**src/rtl/ssd_scan_ctrl.sv**
```systemverilog
// Multiplexed seven-segment scan controller: double-buffered hex value, per-digit
// dwell with an optional all-off guard interval, and leading-zero blanking.
module ssd_scan_ctrl #(
  parameter int unsigned NUM_DIGITS   = 4,
  parameter int unsigned REFRESH_DIV  = 50000,
  parameter int unsigned GUARD_CYCLES = 2
) (
  input  logic                    clk,
  input  logic                    rst_n,
  input  logic                    disp_en,
  input  logic                    lzb_en,
  input  logic                    load_valid,
  input  logic [4*NUM_DIGITS-1:0] load_data,
  output logic                    load_ready,
  output logic                    drv_enable,
  output logic [3:0]              drv_binary,
  output logic [NUM_DIGITS-1:0]   digit_en,
  output logic                    frame_done
);

  localparam int unsigned CNT_MAX = (REFRESH_DIV > GUARD_CYCLES) ? REFRESH_DIV : GUARD_CYCLES;
  localparam int unsigned CW      = (CNT_MAX > 1) ? $clog2(CNT_MAX) : 1;
  localparam int unsigned DW      = $clog2(NUM_DIGITS);

  localparam logic [CW-1:0] SHOW_LAST  = CW'(REFRESH_DIV - 1);
  localparam logic [CW-1:0] GUARD_LAST = CW'((GUARD_CYCLES > 0) ? GUARD_CYCLES - 1 : 0);
  localparam logic [DW-1:0] DIGIT_LAST = DW'(NUM_DIGITS - 1);

  typedef enum logic [1:0] {
    IDLE,
    SHOW,
    GUARD
  } state_t;

  state_t                  state_q, state_d;
  logic [DW-1:0]           digit_q, digit_d;
  logic [CW-1:0]           cnt_q, cnt_d;
  logic [4*NUM_DIGITS-1:0] active_q, active_d;
  logic [4*NUM_DIGITS-1:0] pending_q, pending_d;
  logic                    pending_valid_q, pending_valid_d;
  logic                    drv_enable_q, drv_enable_d;
  logic [3:0]              drv_binary_q, drv_binary_d;
  logic [NUM_DIGITS-1:0]   digit_en_q, digit_en_d;
  logic                    frame_done_q, frame_done_d;

  logic                    frame_start;
  logic                    advance;
  logic                    seen_nonzero;
  logic [NUM_DIGITS-1:0]   lead_zero;

  always_comb begin
    state_d         = state_q;
    digit_d         = digit_q;
    cnt_d           = cnt_q;
    active_d        = active_q;
    pending_d       = pending_q;
    pending_valid_d = pending_valid_q;
    frame_start     = 1'b0;
    frame_done_d    = 1'b0;
    advance         = 1'b0;

    if (!disp_en) begin
      state_d = IDLE;
      digit_d = '0;
      cnt_d   = '0;
    end else begin
      case (state_q)
        IDLE: begin
          state_d     = SHOW;
          digit_d     = '0;
          cnt_d       = '0;
          frame_start = 1'b1;
        end
        SHOW: begin
          if (cnt_q == SHOW_LAST) begin
            cnt_d = '0;
            if (GUARD_CYCLES > 0) state_d = GUARD;
            else                  advance = 1'b1;
          end else begin
            cnt_d = cnt_q + 1'b1;
          end
        end
        GUARD: begin
          if (cnt_q == GUARD_LAST) begin
            cnt_d   = '0;
            state_d = SHOW;
            advance = 1'b1;
          end else begin
            cnt_d = cnt_q + 1'b1;
          end
        end
        default: state_d = IDLE;
      endcase

      // Wrapping past the last digit is the only frame start that reports frame_done
      if (advance) begin
        if (digit_q == DIGIT_LAST) begin
          digit_d      = '0;
          frame_start  = 1'b1;
          frame_done_d = 1'b1;
        end else begin
          digit_d = digit_q + 1'b1;
        end
      end
    end

    // A load accepted this cycle implies pending was empty, so it never races the transfer
    if (frame_start && pending_valid_q) begin
      active_d        = pending_q;
      pending_valid_d = 1'b0;
    end
    if (load_valid && !pending_valid_q) begin
      pending_d       = load_data;
      pending_valid_d = 1'b1;
    end

    seen_nonzero = 1'b0;
    lead_zero    = '0;
    for (int unsigned i = 0; i < NUM_DIGITS; i++) begin
      seen_nonzero = seen_nonzero || (active_d[4*(NUM_DIGITS-1-i) +: 4] != 4'h0);
      lead_zero[NUM_DIGITS-1-i] = !seen_nonzero;
    end

    digit_en_d   = '0;
    drv_binary_d = '0;
    drv_enable_d = 1'b0;
    if (state_d == SHOW) begin
      digit_en_d   = {{(NUM_DIGITS-1){1'b0}}, 1'b1} << digit_d;
      drv_binary_d = active_d[4*digit_d +: 4];
      drv_enable_d = !(lzb_en && (digit_d != '0) && lead_zero[digit_d]);
    end
  end

  always_ff @(posedge clk or negedge rst_n) begin
    if (!rst_n) begin
      state_q         <= IDLE;
      digit_q         <= '0;
      cnt_q           <= '0;
      active_q        <= '0;
      pending_q       <= '0;
      pending_valid_q <= 1'b0;
      drv_enable_q    <= 1'b0;
      drv_binary_q    <= '0;
      digit_en_q      <= '0;
      frame_done_q    <= 1'b0;
    end else begin
      state_q         <= state_d;
      digit_q         <= digit_d;
      cnt_q           <= cnt_d;
      active_q        <= active_d;
      pending_q       <= pending_d;
      pending_valid_q <= pending_valid_d;
      drv_enable_q    <= drv_enable_d;
      drv_binary_q    <= drv_binary_d;
      digit_en_q      <= digit_en_d;
      frame_done_q    <= frame_done_d;
    end
  end

  assign load_ready = !pending_valid_q;
  assign drv_enable = drv_enable_q;
  assign drv_binary = drv_binary_q;
  assign digit_en   = digit_en_q;
  assign frame_done = frame_done_q;

endmodule

```
**config.mk**
```make
export PLATFORM = sky130hd
export DESIGN_NAME = ssd_scan_ctrl
export DESIGN_NICKNAME = d
export VERILOG_FILES = /design/src/rtl/ssd_scan_ctrl.sv
export SDC_FILE = /design/constraint.sdc
export NUM_CORES = 1
export LEC_CHECK = 0
export BUFFER_PORTS_ARGS = -buffer_cell sky130_fd_sc_hd__buf_2
export CORE_ASPECT_RATIO = 0.6
export CORE_MARGIN = 4
export CORE_UTILIZATION = 45
export CTS_CLUSTER_SIZE = 12
export DETAILED_ROUTE_END_ITERATION = 10
export SETUP_SLACK_MARGIN = 0.05
export SLEW_MARGIN = 10
export SYNTH_ARGS = -nofsm -noshare
export SYNTH_HDL_FRONTEND = slang
export SYNTH_SLANG_ARGS = --single-unit
```
**constraint.sdc**
```tcl
create_clock -name clk -period 5.8 [get_ports clk]
set_clock_uncertainty 0.2 [all_clocks]
set_input_delay 0.29 -clock clk [delete_from_list [all_inputs] [get_ports clk]]
set_output_delay 0.29 -clock clk [all_outputs]
set_load 0.02 [all_outputs]
```
==> key figures, run 1 <==
Status
  – Status: completed

Detailed routing
  – Vias per cell: 5.425
  – Routed WL: 7038 um
  – Via count: 2311
  – DRT antenna net count: 0
  – Remaining DRCs: 0
  – Pre-antenna DRT Iters: 4
  – WL per Instance: 16.52 um
  – DRT iter0 DRCs: 145

Worst setup path
  – Top delay family on crit path: compound AO/OA/AOI/OAI gates
  – Crit-path slowest cell: o21ai_4
  – Arr. time, crit path: 2820 ps
  – Worst Path Required: 5760 ps
  – Crit-path max FO: 23
  – Crit path launch type: flop
  – Worst-path cell chain: inv_1, ha_1, nor4b_2, nand4_2, o21ai_4, mux2i_1, o22a_1, a211oi_2
  – Worst r2r path cells: 8
  – WP depth: 8
  – CP peak stage delay: 730 ps
  – CP endpoint kind: flop
  – WS Path Type: flop to flop
  – Buf/Inv on CP: 1

Flow run
  – Max cap viols: 0

Place
  – Dpl hpwl: 4977 um
  – Routability cong.: 0.8222
  – Port Buffers: 31
  – Post-Place Worst Slack: 2918 ps

Clocking
  – CTS Root Cell: clkbuf_16
  – Worst-Skew Late Latency: 320 ps
  – H-tree depth: 3
  – Num Clock Sinks: 63
  – CTS tree: yes
  – Inserted Clock Buffers: 9
  – Clk slew on worst S/H paths: 50 ps
  – Max clock buf depth: 2
  – # Post-CTS Setup Buffers: 0

Synthesis
  – Synthesized Nets: 312
  – Ys async rst share: 100.0%
  – YS warnings: 0
  – FF+latch count, synth: 63
  – Netlist Area Pre-Place: 0.003169 mm^2
  – Synthesized instance count: 284
  – Top FF cell, synth: dfrtp_1
  – Seq/Total Area, Yosys: 49.74%
  – EDFF count, synth: 0
  – Avg Inst Size Synth: 11.16 um^2
  – Synth cell types: 59

Worst hold path
  – Hold Crit Class: input port to flop
  – Hold Path Cell Cnt: 2

Floorplan
  – IO Count: 32
  – Initial core utilization: 46.86%
  – Die area: 0.008493 mm^2
  – CORE AREA: 0.006763 mm^2
  – Overall die width: 116.3 um
  – # rows: 23
  – Die height: 73.01 um

Timing
  – Final worst path period share: 49.32%
  – Slew Viols, Final: 0
  – Final WS setup: 2939 ps
  – Fmax: 349.6 MHz
  – Setup TNS: 0 ps
  – Endpoints failing hold: 0
  – Crit path time final: 2861 ps
  – Setup Viol. Count Final: 0
  – Worst slew pin tran: 965.2 ps
  – Rel. slew slack: 35.27%
  – RSZ-0062 raised after global routing: false

GRT
  – GRT overflow: 0
  – Largest net degree at the start of global routing: 64
  – Antenna violations before repair: 0
  – Gr usage total: 18.54%
  – First-pass GRT wire length: 12000 um
  – Number of global-route vias before repair: 2262

Pwr
  – Worst vdd ir: 0.2956 mV
  – Internal power: 1036 uW
  – Clock power share: 37.6%
  – Leak: 0.001706 uW
  – Comb pwr share: 19.4%
  – Switching Power: 401.2 uW
  – Pwr/cell area: 374.0 mW/mm^2
  – Flop pwr share: 43.1%
  – Net Sw Frac: 27.91%

Final layout
  – Number of fillers in the final layout: 572
  – Fin nets: 362
  – Syn-to-layout area delta: 21.28%
  – Inserted Diodes: 0
  – Layout cell share with drive strength beyond 1: 24.19%
synth_stat cells (4+ instances only):
| cell | n | share of area, % |
|---|---|---|
| a211oi_2 | 4 | 1.6 |
| a21oi_1 | 11 | 1.7 |
| a31oi_1 | 9 | 1.8 |
| dfrtp_1 | 63 | 50 |
| ha_1 | 7 | 2.8 |
| inv_1 | 25 | 3.0 |
| mux2_2 | 16 | 5.7 |
| mux2i_1 | 17 | 5.4 |
| nand2_1 | 15 | 1.8 |
| nand2b_1 | 4 | 0.79 |
| nand3_1 | 11 | 1.7 |
| nor2_1 | 13 | 1.5 |
| nor3_1 | 5 | 0.79 |
| nor4_1 | 8 | 1.6 |
| o21ai_0 | 8 | 1.3 |
| o22a_1 | 8 | 2.2 |
worst paths after layout:
path	from	end	slack, ps
hold reg to reg	active_q[0]	active_q[0]	280
hold / removal	disp_en	digit_q[0]	130
setup / recovery	cnt_q[1]	drv_binary[3]	2940
setup reg to reg	cnt_q[1]	drv_binary[3]	2940
min in group asynchronous	rst_n	cnt_q[12]	450
max in group asynchronous	rst_n	cnt_q[6]	4390
final cells by class:
class	count	area, um^2	area share, %
Sequential cell	63	1577	41.02
Multi-Input combinational cell	184	1405	36.56
Timing Repair Buffer	51	350.3	9.115
Clock buffer	11	252.7	6.576
Tap cell	87	108.9	2.832
Inverter	25	93.84	2.441
Clock inverter	5	56.30	1.465
power groups by stage:
stage	sequential, uW	combinational, uW	clock [uW]
after floorplan	611	198	0
after global placement	626	266	0
after detailed placement	624	272	0
after CTS	619	282	552
after global routing	633	314	565
final	619	278	540
state kept, by name, summed over array words and instances (netlist names):
register / cells
drv_enable: 1
pending_q: 16
active_q: 16
drv_binary: 4
frame_done: 1
digit_q: 2
pending_valid_q: 1
digit_en: 4
state_q: 2
cnt_q: 16
through the flow:
| step | std cells | hold WS (ps) | util (%) | total power, uW | area, um^2 |
|---|---|---|---|---|---|
| global placement | 392 | 266.9 | 49.60 | 891.9 | 3354 |
| detailed placement | 392 | 277.8 | 49.60 | 896.0 | 3354 |
| global route | 426 | 173.7 | 56.84 | 1511 | 3844 |
| CTS | 426 | 120.2 | 56.84 | 1453 | 3844 |
| finish | 426 | 133.2 | 56.84 | 1438 | 3844 |
| floorplan | 284 | -205.6 | - | 808.8 | 3169 |
cells in the final DEF, fill, tap and decap left out, types with 2 or more instances in the layout:
cell	n
dfrtp_1	63
buf_2	31
inv_1	25
dlygate4sd3_1	18
mux2i_1	17
mux2_2	16
nand2_1	15
nor2_1	13
nand3_1	11
a21oi_1	11
a31oi_1	9
clkbuf_16	9
nor4_1	8
o21ai_0	8
o22a_1	8
ha_1	7
nor3_1	5
a211oi_2	4
nand2b_1	4
or3_1	3
and3_1	3
a41oi_1	3
nor4b_1	2
a21oi_2	2
or4_1	2
a21o_1	2
o31ai_1	2
clkinv_2	2
clkbuf_8	2
buf_4	2
worst reg2reg max path, stage by stage (launching register included):
cell and delay, ps:
dfrtp_1 390, inv_1 90, ha_1 160, nor4b_2 220
nand4_2 220, o21ai_4 730, mux2i_1 370, o22a_1 250
a211oi_2 80
metal layers:
metal / vias up / wire length (um) / track usage [%]
li1: 1139 / - / -
met1: 1113 / 3995 / 31.12
met2: 51 / 2540 / 22.12
met3: 8 / 428 / 5.220
met4: 0 / 73 / 5.148
met5: - / 0 / 0
kinds of logic after synthesis:
kind of cell	after synthesis	synth area share (%)
and+or+nand+nor	80	14.69
AOI/OAI and AO/OA	63	15.56
DFF	63	49.74
buffers and inverters	37	5.922
muxes	33	11.05
adders and majority gates	7	2.763
xor gates and xnor gates	1	0.2764
repair_timing:
action / 4_1_cts / 5_1_grt
hold buffers: 18 / 0
hold endpoints to repair: 80 / 0
gates resized for setup: 0 / 0
Power figures use the tool's default switching activity.
==> inputs of run 2 (changes only) <==
- clock period: 5.8 -> 2.8 ns (I/O delays scaled with it)
==> run 2 against run 1 <==
Net effect: non-clock buffer count grew 9; first-iteration DRC count grew 17%; combinational power grew 110%; via count grew 0.56%; total power grew 110%; die area is the same; register-to-register slack lost 2700 ps; clock power grew 110%; largest cell class unchanged.
==> key figures, run 2 (same netlist as run 1, synthesis figures left out) <==
Detailed routing
  – WL per Instance: 16.83 um
  – Top sig layer: met4
  – Routed wl met2: 2822 um
  – Vias per cell: 5.343
  – Via count: 2324
  – DRT iter0 DRCs: 169
  – Met3 wire len: 412 um
  – Met1 wire length: 4022 um
  – DRT antenna net count: 0
  – Routed WL: 7323 um
  – Remaining DRCs: 0
  – Pre-antenna DRT Iters: 4

Worst setup path
  – CP endpoint kind: flop
  – Arr. time, crit path: 2600 ps
  – R2r setup slk: 220 ps
  – Worst r2r path cells: 8
  – WS Path Type: flop to flop
  – CP endpoint: drv_binary[2]
  – Crit-path max FO: 9
  – Worst Path Required: 2820 ps
  – Worst reg2reg startpoint: state_q[0]
  – Crit path launch type: flop
  – R2r endpoint: drv_binary[2]
  – Origin of the worst setup path: state_q[0]

Final layout
  – Largest regs: active_q (16), cnt_q (16), pending_q (16)
  – Most common cell after layout, fill and taps aside: dfrtp_1
  – Fin nets: 371
  – FF/Latch Area: 0.001577 mm^2
  – Layout cell share with drive strength beyond 1: 25.86%
  – Inserted Diodes: 0
  – Area of the multi-input gates: 0.001416 mm^2
  – Most frequent cells in the layout: dfrtp_1 (63), buf_2 (31), inv_1 (25)
  – Syn-to-layout area delta: 24.28%
  – Number of fillers in the final layout: 565

Clocking
  – Worst-Skew Late Latency: 330 ps
  – CTS Root Cell: clkbuf_16
  – Max clock buf depth: 2
  – H-tree depth: 3
  – Num Clock Sinks: 63
  – Inserted Clock Buffers: 9
  – CTS tree: yes
  – Clk slew on worst S/H paths: 50 ps

Pwr
  – Worst vdd ir: 0.4861 mV
  – Leak: 0.001748 uW
  – Tot Pwr: 3012 uW
  – Pwr/cell area: 764.8 mW/mm^2

Timing
  – Setup TNS: 0 ps
  – Slew Viols, Final: 0
  – Rel. slew slack: 44.50%
  – Fmax: 387.5 MHz
  – Setup Viol. Count Final: 0
  – Worst slew pin tran: 832.5 ps
  – Crit path time final: 2581 ps
  – RSZ-0062 raised after global routing: true
  – Final worst path period share: 92.16%
  – Endpoints failing hold: 0
  – Worst Hold Slack: 1.554 ps

Worst hold path
  – Hold Crit Class: input port to flop

Floorplan
  – Initial core utilization: 46.86%
  – Die area: 0.008493 mm^2
  – # rows: 23
  – Overall die width: 116.3 um
  – CORE AREA: 0.006763 mm^2
  – IO Count: 32
  – Die height: 73.01 um

Flow run
  – Max cap viols: 0

Place
  – Port Buffers: 31
  – Routability cong.: 0.8529
  – Dpl hpwl: 5129 um

GRT
  – GRT overflow: 0
  – Antenna violations before repair: 0
  – First-pass GRT wire length: 12540 um
  – Number of global-route vias before repair: 2350
  – Largest net degree at the start of global routing: 38
  – Gr usage total: 19.62%

Status
  – Status: completed
## run 2: cell types whose count changed in the layout (fill, tap and decap cells not counted)
cell,before,now
a21oi_1,11,10
a21oi_4,0,1
buf_12,0,1
buf_4,2,9
clkbuf_1,0,1
clkinv_2,2,0
clkinvlp_4,1,2
dlygate4sd3_1,18,19
## run 2: routing by layer
| metal | GRT usage (%) | up-vias |
|---|---|---|
| li1 | - | 1154 |
| met1 | 30.34 | 1113 |
| met2 | 24.71 | 51 |
| met3 | 6.711 | 6 |
| met4 | 7.336 | 0 |
| met5 | 0 | - |
## run 2: what timing repair did
action,4_1_cts,5_1_grt
endpoints found under the hold margin,53,0
endpoints found under the setup margin,0,4
buffers inserted,0,0
gates resized for setup,0,2
hold buffers,19,0
## run 2: final cells by class
class | instances | share of cell area [%]
clock inverters | 4 | 1.366
multi-input cells | 184 | 35.96
flip-flops and latches | 63 | 40.03
inverters | 25 | 2.382
repair buffers | 60 | 10.99
well taps | 87 | 2.764
clock buffers | 12 | 6.512
## run 2: worst min-delay path by stage
| stage | start | endpoint | slack (ps) | cells past startpoint |
|---|---|---|---|---|
| finish | lzb_en | drv_enable | 2 | 3 |
| global route | lzb_en | drv_enable | 50 | 3 |
| CTS | lzb_en | drv_enable | 3 | 3 |
| detailed placement | rst_n | cnt_q[0] | 80 | 1 |
| global placement | rst_n | cnt_q[3] | 80 | 1 |
| floorplan | rst_n | active_q[0] | -360 | 0 |
## run 2: worst max-delay path, cell delays in order, from the launching register on
cell and delay, ps:
dfrtp_1 420, inv_1 110, ha_1 280, nor4b_1 240
and4_2 350, nor2_1 100, a2bb2oi_1 400, o22a_1 280
a211oi_2 80
## run 2: power breakdown
group	switching, uW	internal (uW)	leakage, uW
Combinational	309	284	0.000804
Clock	399	738	0.000145
Sequential	143	1140	0.000799
## run 2: stage by stage
stage / std cells / util [%] / area (um^2) / worst slack [ps]
after detailed placement: 400 / 50.68 / 3427 / 112.6
after floorplan: 284 / - / 3169 / 463.5
after global placement: 400 / 50.68 / 3427 / 153.9
after global routing: 435 / 58.24 / 3939 / 42.54
final: 435 / 58.24 / 3939 / 219.4
after CTS: 435 / 58.08 / 3928 / 83.42
==> inputs of run 3 (changes only) <==
- ABC_AREA: default -> 1
==> run 3 against run 2 <==
Net effect: sequential power fell by 4%; cell count grew 13%; clock power is 11% higher; sequential share of layout area up 0.71 points; largest cell class unchanged; count of clock-buffer cells in the layout increased by 2; worst setup slack better by 120 ps; critical path depth grew 9; via count increased by 4.8%; non-clock buffer count is 7 lower; routed wire length decreased by 3.3%; maximum frequency grew 4.7%.
==> key figures, run 3 <==
Worst setup path
  – CP peak stage delay: 400 ps
  – Crit path launch type: flop
  – Worst Path Required: 2820 ps
  – Crit-path slowest cell: dfrtp_1
  – Top delay family on crit path: simple AND/OR/NAND/NOR gates
  – WP depth: 17
  – Worst reg2reg startpoint: cnt_q[1]
  – Origin of the worst setup path: cnt_q[1]
  – Worst r2r path cells: 17
  – Crit-path max FO: 18
  – R2r endpoint: drv_enable
  – WS Path Type: flop to flop
  – Crit-path most repeated cell: nand2_1
  – CP endpoint: drv_enable
  – Buf/Inv on CP: 3
  – CP endpoint kind: flop
  – Arr. time, crit path: 2490 ps
  – Worst-path cell chain: inv_1, ha_1, inv_1, nor2_1, nand2_1, nor2_4, nand4_4, nand2_4, nand2_4, nand2_1, nand2_1, nor2_1, nand2_1, nand2_1, nand3_1, nand2_1, inv_1
  – R2r setup slk: 340 ps

Clocking
  – CTS Root Cell: clkbuf_16
  – Worst-Skew Late Latency: 330 ps
  – H-tree depth: 3
  – Num Clock Sinks: 63
  – Clk slew on worst S/H paths: 50 ps
  – # Post-CTS Setup Buffers: 0
  – CTS tree: yes
  – Max clock buf depth: 2
  – Inserted Clock Buffers: 9

Timing
  – Slew Viols, Final: 0
  – Crit path time final: 2464 ps
  – Fmax: 405.8 MHz
  – Setup TNS: 0 ps
  – Final worst path period share: 88.00%
  – Worst Hold Slack: 213.6 ps
  – Rel. slew slack: 51.61%
  – Setup Viol. Count Final: 0
  – RSZ-0062 raised after global routing: false
  – Endpoints failing hold: 0
  – Worst slew pin tran: 724.0 ps

Pwr
  – Clock power share: 41.1%
  – Switching Power: 831.0 uW
  – Net Sw Frac: 27.11%
  – Leak: 0.001873 uW
  – Worst vdd ir: 0.4330 mV
  – Tot Pwr: 3065 uW
  – Internal power: 2234 uW
  – Comb pwr share: 18.8%
  – Flop pwr share: 40.1%
  – Pwr/cell area: 792.1 mW/mm^2

Floorplan
  – Die height: 72.00 um
  – # rows: 22
  – CORE AREA: 0.006359 mm^2
  – Initial core utilization: 48.31%
  – Overall die width: 114.7 um
  – IO Count: 32
  – Die area: 0.008255 mm^2

GRT
  – Gr usage total: 18.94%
  – Antenna violations before repair: 0
  – Busiest metal layer after global routing: met1
  – First-pass GRT wire length: 12050 um
  – Number of global-route vias before repair: 2324
  – Largest net degree at the start of global routing: 35
  – Met3 Usage GRT: 7.333%
  – GR Util met2: 22.05%
  – GRT overflow: 0
  – Met1 usage: 31.34%

Final layout
  – Fin nets: 431
  – Core Util, Final: 60.86%
  – Most common cell after layout, fill and taps aside: nand2_1
  – Layout cell share with drive strength beyond 1: 22.06%
  – Most frequent cells in the layout: nand2_1 (91), dfrtp_1 (63), inv_1 (34)
  – Largest regs: active_q (16), cnt_q (16), pending_q (16)
  – Final std cells w/o fill: 492
  – Inserted Diodes: 0
  – Syn-to-layout area delta: 25.99%

Detailed routing
  – WL per Instance: 14.39 um
  – Remaining DRCs: 0
  – Routed WL: 7082 um
  – Vias per cell: 4.949
  – Pre-antenna DRT Iters: 4
  – DRT iter0 DRCs: 163
  – Via count: 2435
  – DRT antenna net count: 0

Synthesis
  – Netlist Area Pre-Place: 0.003072 mm^2
  – Commonest cells post-synth: nand2_1 (91), dfrtp_1 (63), inv_1 (34)
  – Top post-synthesis cells by area: dfrtp_1 (51%), nand2_1 (11%), mux2_2 (5.9%), inv_1 (4.2%), nor2_1 (4.0%)
  – Synth cell types: 34
  – Synthesized instance count: 344
  – Top FF cell, synth: dfrtp_1
  – Synthesized Nets: 372
  – FF+latch count, synth: 63
  – Count leader, synth: nand2_1
  – Ys async rst share: 100.0%
  – YS warnings: 0
  – Area share of the largest cell type after synthesis: 51.32%
  – EDFF count, synth: 0
  – Avg Inst Size Synth: 8.929 um^2
  – Post-synth top area cell: dfrtp_1
  – Seq/Total Area, Yosys: 51.32%

Place
  – Port Buffers: 31
  – Placed Cells incl. Taps: 457
  – Dpl hpwl: 5240 um
  – Routability cong.: 0.8245

Worst hold path
  – Hold Crit Class: input port to async pin

Flow run
  – Max cap viols: 0

Status
  – Status: completed
==> run 3: worst min-delay path by stage <==
stage	startpoint	to	slack (ps)	cells after the start
3_5_place_dp	rst_n	pending_q[11]	40	1
3_3_place_gp	rst_n	pending_q[11]	20	1
6_report	rst_n	pending_q[11]	210	2
2_1_floorplan	rst_n	active_q[0]	-360	0
4_1_cts	rst_n	active_q[3]	240	2
5_1_grt	rst_n	pending_q[11]	300	2
==> run 3: cell type report <==
class / count / area (um^2)
Clock buffer: 14 / 284.0
Clock inverter: 2 / 60.06
Fill cell: 557 / 2489
Inverter: 37 / 140.1
Multi-Input combinational cell: 239 / 1324
Sequential cell: 63 / 1577
Tap cell: 84 / 105.1
Timing Repair Buffer: 53 / 380.4
==> run 3: metrics by stage <==
step	setup WS [ps]	instance area [um^2]
final	335.9	3870
after global routing	116.5	3870
after CTS	351.8	3870
after detailed placement	360.2	3336
after global placement	443.4	3336
after floorplan	747.9	3072
==> run 3: logic make-up after synthesis <==
kind of cell / synth area share [%]
adders and majority gates: 2.851
xor gates and xnor gates: 0.8556
buffers and inverters: 5.580
DFF: 51.32
and+or+nand+nor: 28.02
AOI/OAI and AO/OA: 5.499
muxes: 5.865
==> run 3: power by group through the flow <==
stage / clock (uW) / sequential [uW] / combinational, uW
after detailed placement: 0 / 1240 / 555
after global routing: 1320 / 1250 / 647
final: 1260 / 1230 / 576
after CTS: 1280 / 1230 / 577
after global placement: 0 / 1240 / 541
after floorplan: 0 / 1220 / 393
==> run 3: routing by layer <==
metal  vias up  wire length [um]
met3         8               530
met1      1119              3996
met2        71              2499
li1       1237                 -
met4         0                56
met5         -                 0
==> run 3: what timing repair did <==
action / in CTS / in global routing
hold buffers: 19 / 0
setup endpoints to repair: 0 / 0
hold endpoints to repair: 48 / 0
gates resized for setup: 0 / 0
==> run 3: worst reg2reg max path, stage by stage (launching register included) <==
cell,delay [ps]
dfrtp_1,400
inv_1,90
ha_1,160
inv_1,50
nor2_1,80
nand2_1,90
nor2_4,160
nand4_4,110
nand2_4,160
nand2_4,180
nand2_1,120
nand2_1,130
nor2_1,130
nand2_1,60
nand2_1,70
nand3_1,90
nand2_1,60
inv_1,30
